**src/rtl/pdm_decimator.sv**
```systemverilog
// pdm_decimator
// PDM microphone front-end: generates the microphone clock, samples the
// 1-bit stream through a synchroniser, decimates it with a 3rd-order CIC
// filter and presents signed PCM samples on a valid/ready interface.
// Lowering en holds the block idle and flushes the whole filter pipeline.

module pdm_decimator #(
    parameter int CLK_DIV = 8,
    parameter int DECIM   = 64,
    parameter int OUT_W   = 16
) (
    input  logic                    clk,
    input  logic                    rst_n,
    input  logic                    en,
    output logic                    pdm_clk,
    input  logic                    pdm_data,
    output logic signed [OUT_W-1:0] sample,
    output logic                    sample_valid,
    input  logic                    sample_ready,
    output logic                    overrun
);

    // ------------------------------------------------------------------
    // Derived constants
    // ------------------------------------------------------------------
    localparam int LOG_D = $clog2(DECIM);
    localparam int W     = 3 * LOG_D + 2;
    localparam int DW    = $clog2(CLK_DIV);
    localparam int EW    = W + OUT_W;

    // Net right shift taking the CIC gain DECIM^3 down to OUT_W bits; for
    // small DECIM the net shift is to the left instead.
    localparam int SHIFT_NET = 3 * LOG_D - (OUT_W - 1);
    localparam int SHIFT_R   = (SHIFT_NET > 0) ? SHIFT_NET : 0;
    localparam int SHIFT_L   = (SHIFT_NET < 0) ? -SHIFT_NET : 0;

    localparam logic [DW-1:0]    DIV_LAST  = DW'(CLK_DIV - 1);
    localparam logic [DW-1:0]    DIV_HALF  = DW'(CLK_DIV / 2);
    localparam logic [DW-1:0]    DIV_ZERO  = {DW{1'b0}};
    localparam logic [DW-1:0]    DIV_ONE   = DW'(1);
    localparam logic [LOG_D-1:0] DCNT_LAST = LOG_D'(DECIM - 1);
    localparam logic [LOG_D-1:0] DCNT_ZERO = {LOG_D{1'b0}};
    localparam logic [LOG_D-1:0] DCNT_ONE  = LOG_D'(1);

    localparam logic signed [W-1:0] ACC_ZERO = {W{1'b0}};
    localparam logic signed [W-1:0] ACC_POS1 = W'(1);
    localparam logic signed [W-1:0] ACC_NEG1 = {W{1'b1}};

    localparam logic signed [EW-1:0] SAT_MAX =
        {{(EW - OUT_W + 1){1'b0}}, {(OUT_W - 1){1'b1}}};
    localparam logic signed [EW-1:0] SAT_MIN =
        {{(EW - OUT_W + 1){1'b1}}, {(OUT_W - 1){1'b0}}};

    // Outputs before this many comb results are dropped while the filter fills.
    localparam logic [1:0] WARM_DONE = 2'd3;

    // ------------------------------------------------------------------
    // Scale the comb result down to OUT_W bits and clamp to the output range
    // ------------------------------------------------------------------
    function automatic logic signed [OUT_W-1:0] scale_sat(input logic signed [W-1:0] r);
        logic signed [EW-1:0] e;
        logic signed [OUT_W-1:0] res;
        e = {{OUT_W{r[W-1]}}, r};
        e = e >>> SHIFT_R;
        e = e <<< SHIFT_L;
        if (e > SAT_MAX) begin
            res = SAT_MAX[OUT_W-1:0];
        end else if (e < SAT_MIN) begin
            res = SAT_MIN[OUT_W-1:0];
        end else begin
            res = e[OUT_W-1:0];
        end
        return res;
    endfunction

    // ------------------------------------------------------------------
    // State
    // ------------------------------------------------------------------
    logic [DW-1:0]           div_r;
    logic                    pdm_clk_r;
    logic                    sync1_r;
    logic                    sync2_r;
    logic [LOG_D-1:0]        dcnt_r;
    logic signed [W-1:0]     integ1_r;
    logic signed [W-1:0]     integ2_r;
    logic signed [W-1:0]     integ3_r;
    logic                    comb_go_r;
    logic signed [W-1:0]     dly1_r;
    logic signed [W-1:0]     dly2_r;
    logic signed [W-1:0]     dly3_r;
    logic [1:0]              warm_r;
    logic signed [OUT_W-1:0] sample_r;
    logic                    sample_valid_r;
    logic                    overrun_r;

    logic [DW-1:0]           div_next_s;
    logic                    tick_s;
    logic                    dec_pt_s;
    logic signed [W-1:0]     pdm_val_s;
    logic signed [W-1:0]     comb1_s;
    logic signed [W-1:0]     comb2_s;
    logic signed [W-1:0]     comb3_s;
    logic signed [OUT_W-1:0] scaled_s;
    logic                    new_sample_s;

    // Next divider value: wraps at CLK_DIV-1, held at zero while disabled
    always_comb begin
        div_next_s = DIV_ZERO;
        if (!en) begin
            div_next_s = DIV_ZERO;
        end else if (div_r == DIV_LAST) begin
            div_next_s = DIV_ZERO;
        end else begin
            div_next_s = div_r + DIV_ONE;
        end
    end

    // PDM tick, decimation point and the +1/-1 mapping of the sampled bit
    always_comb begin
        tick_s    = en && (div_r == DIV_LAST);
        dec_pt_s  = tick_s && (dcnt_r == DCNT_LAST);
        pdm_val_s = ACC_ZERO;
        if (sync2_r) begin
            pdm_val_s = ACC_POS1;
        end else begin
            pdm_val_s = ACC_NEG1;
        end
    end

    // Comb differentiators on the integrator-3 output, then scaling
    always_comb begin
        comb1_s      = integ3_r - dly1_r;
        comb2_s      = comb1_s - dly2_r;
        comb3_s      = comb2_s - dly3_r;
        scaled_s     = scale_sat(comb3_s);
        new_sample_s = comb_go_r && (warm_r == WARM_DONE);
    end

    // Clock divider and registered microphone clock
    always_ff @(posedge clk or negedge rst_n) begin
        if (!rst_n) begin
            div_r     <= DIV_ZERO;
            pdm_clk_r <= 1'b0;
        end else begin
            div_r     <= div_next_s;
            pdm_clk_r <= en && (div_next_s < DIV_HALF);
        end
    end

    // Two-flop synchroniser for the asynchronous microphone data
    always_ff @(posedge clk or negedge rst_n) begin
        if (!rst_n) begin
            sync1_r <= 1'b0;
            sync2_r <= 1'b0;
        end else begin
            sync1_r <= pdm_data;
            sync2_r <= sync1_r;
        end
    end

    // Integrator cascade and decimation counter, advanced once per PDM tick
    always_ff @(posedge clk or negedge rst_n) begin
        if (!rst_n) begin
            integ1_r  <= ACC_ZERO;
            integ2_r  <= ACC_ZERO;
            integ3_r  <= ACC_ZERO;
            dcnt_r    <= DCNT_ZERO;
            comb_go_r <= 1'b0;
        end else if (!en) begin
            integ1_r  <= ACC_ZERO;
            integ2_r  <= ACC_ZERO;
            integ3_r  <= ACC_ZERO;
            dcnt_r    <= DCNT_ZERO;
            comb_go_r <= 1'b0;
        end else begin
            comb_go_r <= dec_pt_s;
            if (tick_s) begin
                // Wrap-around arithmetic is intended; the combs undo it.
                integ1_r <= integ1_r + pdm_val_s;
                integ2_r <= integ2_r + integ1_r;
                integ3_r <= integ3_r + integ2_r;
                if (dcnt_r == DCNT_LAST) begin
                    dcnt_r <= DCNT_ZERO;
                end else begin
                    dcnt_r <= dcnt_r + DCNT_ONE;
                end
            end else begin
                integ1_r <= integ1_r;
                integ2_r <= integ2_r;
                integ3_r <= integ3_r;
                dcnt_r   <= dcnt_r;
            end
        end
    end

    // Comb delay line and warm-up counter, advanced once per decimated sample
    always_ff @(posedge clk or negedge rst_n) begin
        if (!rst_n) begin
            dly1_r <= ACC_ZERO;
            dly2_r <= ACC_ZERO;
            dly3_r <= ACC_ZERO;
            warm_r <= 2'd0;
        end else if (!en) begin
            dly1_r <= ACC_ZERO;
            dly2_r <= ACC_ZERO;
            dly3_r <= ACC_ZERO;
            warm_r <= 2'd0;
        end else if (comb_go_r) begin
            dly1_r <= integ3_r;
            dly2_r <= comb1_s;
            dly3_r <= comb2_s;
            if (warm_r != WARM_DONE) begin
                warm_r <= warm_r + 2'd1;
            end else begin
                warm_r <= warm_r;
            end
        end else begin
            dly1_r <= dly1_r;
            dly2_r <= dly2_r;
            dly3_r <= dly3_r;
            warm_r <= warm_r;
        end
    end

    // Output register with valid/ready handshake and sticky overrun flag
    always_ff @(posedge clk or negedge rst_n) begin
        if (!rst_n) begin
            sample_r       <= {OUT_W{1'b0}};
            sample_valid_r <= 1'b0;
            overrun_r      <= 1'b0;
        end else if (!en) begin
            // The last sample value is kept so the consumer can still read it.
            sample_valid_r <= 1'b0;
            overrun_r      <= 1'b0;
        end else if (new_sample_s) begin
            sample_r       <= scaled_s;
            sample_valid_r <= 1'b1;
            // Replacing an untaken sample loses it; a same-cycle transfer does not.
            if (sample_valid_r && !sample_ready) begin
                overrun_r <= 1'b1;
            end else begin
                overrun_r <= overrun_r;
            end
        end else if (sample_valid_r && sample_ready) begin
            sample_valid_r <= 1'b0;
        end else begin
            sample_valid_r <= sample_valid_r;
        end
    end

    assign pdm_clk      = pdm_clk_r;
    assign sample       = sample_r;
    assign sample_valid = sample_valid_r;
    assign overrun      = overrun_r;

endmodule

```
**config.mk**
```make
export PLATFORM = sky130hd
export DESIGN_NAME = pdm_decimator
export DESIGN_NICKNAME = d
export VERILOG_FILES = /design/src/rtl/pdm_decimator.sv
export SDC_FILE = /design/constraint.sdc
export NUM_CORES = 1
export LEC_CHECK = 0
export BUFFER_PORTS_ARGS = -buffer_cell sky130_fd_sc_hd__buf_2
export CAP_MARGIN = 20
export CORE_MARGIN = 5
export CORE_UTILIZATION = 30
export CTS_BUF_LIST = sky130_fd_sc_hd__clkbuf_16
export CTS_CLUSTER_SIZE = 24
export DETAILED_ROUTE_END_ITERATION = 7
export GPL_ROUTABILITY_DRIVEN = 0
export GPL_TIMING_DRIVEN = 0
export HOLD_SLACK_MARGIN = 0.05
export PLACE_DENSITY = 0.5
export SLEW_MARGIN = 10
export SYNTH_ARGS = -nofsm -noshare
export SYNTH_HDL_FRONTEND = slang
export SYNTH_SLANG_ARGS = --single-unit
```
**constraint.sdc**
```tcl
create_clock -name clk -period 10.2 [get_ports clk]
set_input_delay 1.02 -clock clk [delete_from_list [all_inputs] [get_ports clk]]
set_output_delay 1.02 -clock clk [all_outputs]
set_load 0.01 [all_outputs]
```
==> summary.md <==
| Metric | Value |
|---|---|
| DIE AREA | 0.0409 mm^2 |
| Reg2reg start | integ3_r[0] |
| TritonCTS Buffers | 17 |
| Hold endpoint | sync2_r |
| Pwr dens | 113 mW/mm^2 |
| Grt ovf | 0 |
| CTS root buffer | clkbuf_16 |
| Top cell type's share of synthesized area | 0.345 |
| Post-CTS Repair Setup Buffers | 0 |
| RSZ-0062 raised after global routing | false |
| Path type of the worst min-delay path | reg2reg |
| Diode count | 0 |
| Vias in the first global route | 8278 |
| Total of max-cap violations | 0 |
| Reg-to-reg slack, setup | 3.65 ns |
| Top-count cell post-synth | nor2_1 |
| Layout cells sized above 1 | 0.0659 |
| Cell internal pwr | 1.00 mW |
| FP Rows | 70 |
| Switching Fraction | 0.282 |
| Pleak | 5.69 nW |
| Setup TNS | 0 ns |
| Die Wd | 202 um |
| Slew @ Worst Pin | 0.998 ns |
| Max-slew violations | 0 |
| WP data arrival | 6.86 ns |
| Hold path cells | 0 |
| Final setup fails | 0 |
| Worst vdd ir | 0.114 mV |
| Max FO, Critical Path | 10 |
| First-pass GRT wire length | 41300 um |
| Pin count of the biggest net entering global routing | 85 |
| Synth Area per Inst | 9.22 um^2 |
| Type of origin of the critical path | register |
| Post-route DRC | 0 |
| CTS Hold Buffers Added | 0 |
| Combinational share of power | 0.136 |
| Final wirelength | 24500 um |
| Via count | 8269 |
| Clk pwr share | 0.427 |
| Setup crit end kind | register |
| Port bufs | 23 |
| Fin. Hold Viols | 0 |
| Clk_lat worst skew | 0.43 ns |
| R2r endpoint | sample[12] |
| Synthesized Nets | 1329 |
| Top cells by count, synth | 155 x nor2_1, 153 x dfrtp_1, 116 x ha_1, 87 x inv_1, 86 x mux2i_1 |
| Psw | 0.394 mW |
| Tot Pwr | 1.40 mW |
| CTS tree | built |
| I/O Pins | 24 |
| Setup Skew | 0.0139 ns |
| Sequential cell area fraction in the yosys report | 0.345 |
| Crit share post-route | 0.642 |
| Clk sinks | 153 |
| Antenna-violating nets left | 0 |
| CTS resizes | 0 |
| Area Overhead vs Synth | 11.5% |
| Critical-path top delay cell | o21ai_0 |
| Synth area leaders | dfrtp_1 35%, ha_1 13%, mux2i_1 7.8%, xnor2_1 5.3%, nor2_1 5.2% |
| First-pass detailed-route iteration total | 4 |
| Seq pwr share | 0.437 |
| Rel. slew slack | 0.335 |
| Vias/cell | 4.79 |
| CTS Buffer Depth | 2 |
| Effective utilization at floorplan | 0.304 |
| Initial antenna violation count | 0 |
| Die height | 202 um |
| Cells after Synth | 1203 |
| Outcome | completed |
| Synthesis Warnings | 0 |
| Fmax | 0.153 GHz |
| Cell variety after synth | 68 |
| Post-synth EDFFs | 0 |
| Clock slew seen by the registers of the worst setup and hold paths | 0.07 ns |
| Worst EP required | 10.51 ns |
| Placed insts | 1695 |
| Tmin final | 6.55 ns |
| Core area | 0.0365 mm^2 |
| DP HPWL | 18700 um |
| Post-DR wirelength/cell | 14.2 um |
| Ys flop type | dfrtp_1 |
| R2R cell count | 29 |
| Layout Cells excl Fill | 1727 |
| Yosys reg bits | 153 |
| Crit-path max cell delay | 0.50 ns |
| Ys async rst share | 1.00 |
| H-tree Lvls | 4 |
| Synthesized cell area | 0.0111 mm^2 |
| Starting DRC count in detailed routing | 447 |
| Hold Startpoint | sync1_r |
| Crit path kind | reg2reg |
| Most area-hungry cell type in the Yosys netlist | dfrtp_1 |
| Nets | 1372 |
| Total track usage | 0.122 |
| Cell mode on critical path | o21ai_0 |
## how the worst max path moves through the flow
stage	cells after the start	end	start
after floorplan	28	sample[10]	integ3_r[2]
after global placement	29	sample[9]	integ3_r[0]
after detailed placement	29	sample[12]	integ3_r[0]
after CTS	29	sample[12]	integ3_r[0]
after global routing	29	sample[6]	integ3_r[0]
final	29	sample[12]	integ3_r[0]
## registers in the layout (all words and copies together) (netlist names), 2 cells and up
signal and count:
dly2_r 20, dly3_r 20, dly1_r 20, integ2_r 20, integ3_r 20, dcnt_r 6
integ1_r 20, div_r 3, sample 16, warm_r 2
## critical path, delay by kind of cell, from the launching register on
family | cells | cell delay (ns)
AOI/OAI and AO/OA | 15 | 3.35
xor gates and xnor gates | 2 | 0.37
adders and majority gates | 4 | 1.05
buffers and inverters | 2 | 0.22
DFF | 1 | 0.42
and+or+nand+nor | 6 | 1.01
## power by group through the flow
stage / Sequential [mW] / Combinational [mW] / Clock, mW
floorplan: 0.622 / 0.144 / 0
global placement: 0.622 / 0.189 / 0
detailed placement: 0.622 / 0.192 / 0
CTS: 0.610 / 0.193 / 0.619
global route: 0.610 / 0.211 / 0.644
finish: 0.610 / 0.189 / 0.597
## layer usage
| metal | up-vias | share of wire | track usage |
|---|---|---|---|
| li1 | 4360 | - | - |
| met3 | 19 | 0.022 | 0.0213 |
| met4 | 0 | 0.012 | 0.0264 |
| met1 | 3816 | 0.48 | 0.155 |
| met5 | - | 0 | 0 |
| met2 | 74 | 0.48 | 0.217 |
## kinds of logic after synthesis
logic type | Yosys count | share of synthesized area
simple gates | 337 | 0.139
flops | 153 | 0.345
compound gates | 284 | 0.175
buf+inv | 122 | 0.0426
xor+xnor | 98 | 0.0787
fa+ha+maj | 121 | 0.140
mux | 88 | 0.0796
## metrics by stage
step	util	hold slack (ns)	worst slack, ns	instance area, um^2
3_5_place_dp	0.324	0.336	3.63	11800
5_1_grt	0.339	0.355	3.13	12400
3_3_place_gp	0.323	0.335	3.76	11800
2_1_floorplan	-	0.331	4.51	11100
4_1_cts	0.339	0.351	3.61	12400
6_report	0.339	0.348	3.65	12400
## placed cells by master (no fill, tap or decap), types with 10 or more instances in the layout
cell type,synthesis,final
xor2_1,30,30
nand2_1,62,62
nor2_1,155,155
o21bai_1,12,12
nand3_1,19,19
clkbuf_1,26,26
a21o_1,27,27
o21a_1,15,15
dfrtp_1,153,153
a21oi_1,73,73
mux2i_1,86,86
buf_2,0,22
nand4_1,10,10
inv_1,87,87
a211oi_1,13,13
ha_1,116,116
nor2b_1,15,15
a221o_2,10,10
nor3_1,20,20
xnor2_1,67,67
o21ai_0,61,61
clkbuf_16,0,17
nand2b_1,17,17
## layout make-up
| cell class | instances | area [um^2] |
|---|---|---|
| Fill cell | 3749 | 24200 |
| Multi-Input combinational cell | 928 | 6790 |
| Sequential cell | 153 | 3830 |
| Tap cell | 468 | 586 |
| Clock buffer | 17 | 425 |
| Inverter | 87 | 327 |
| Timing Repair Buffer | 24 | 153 |
| Buffer | 35 | 146 |
| Clock inverter | 15 | 115 |
Power figures use the tool's default switching activity.
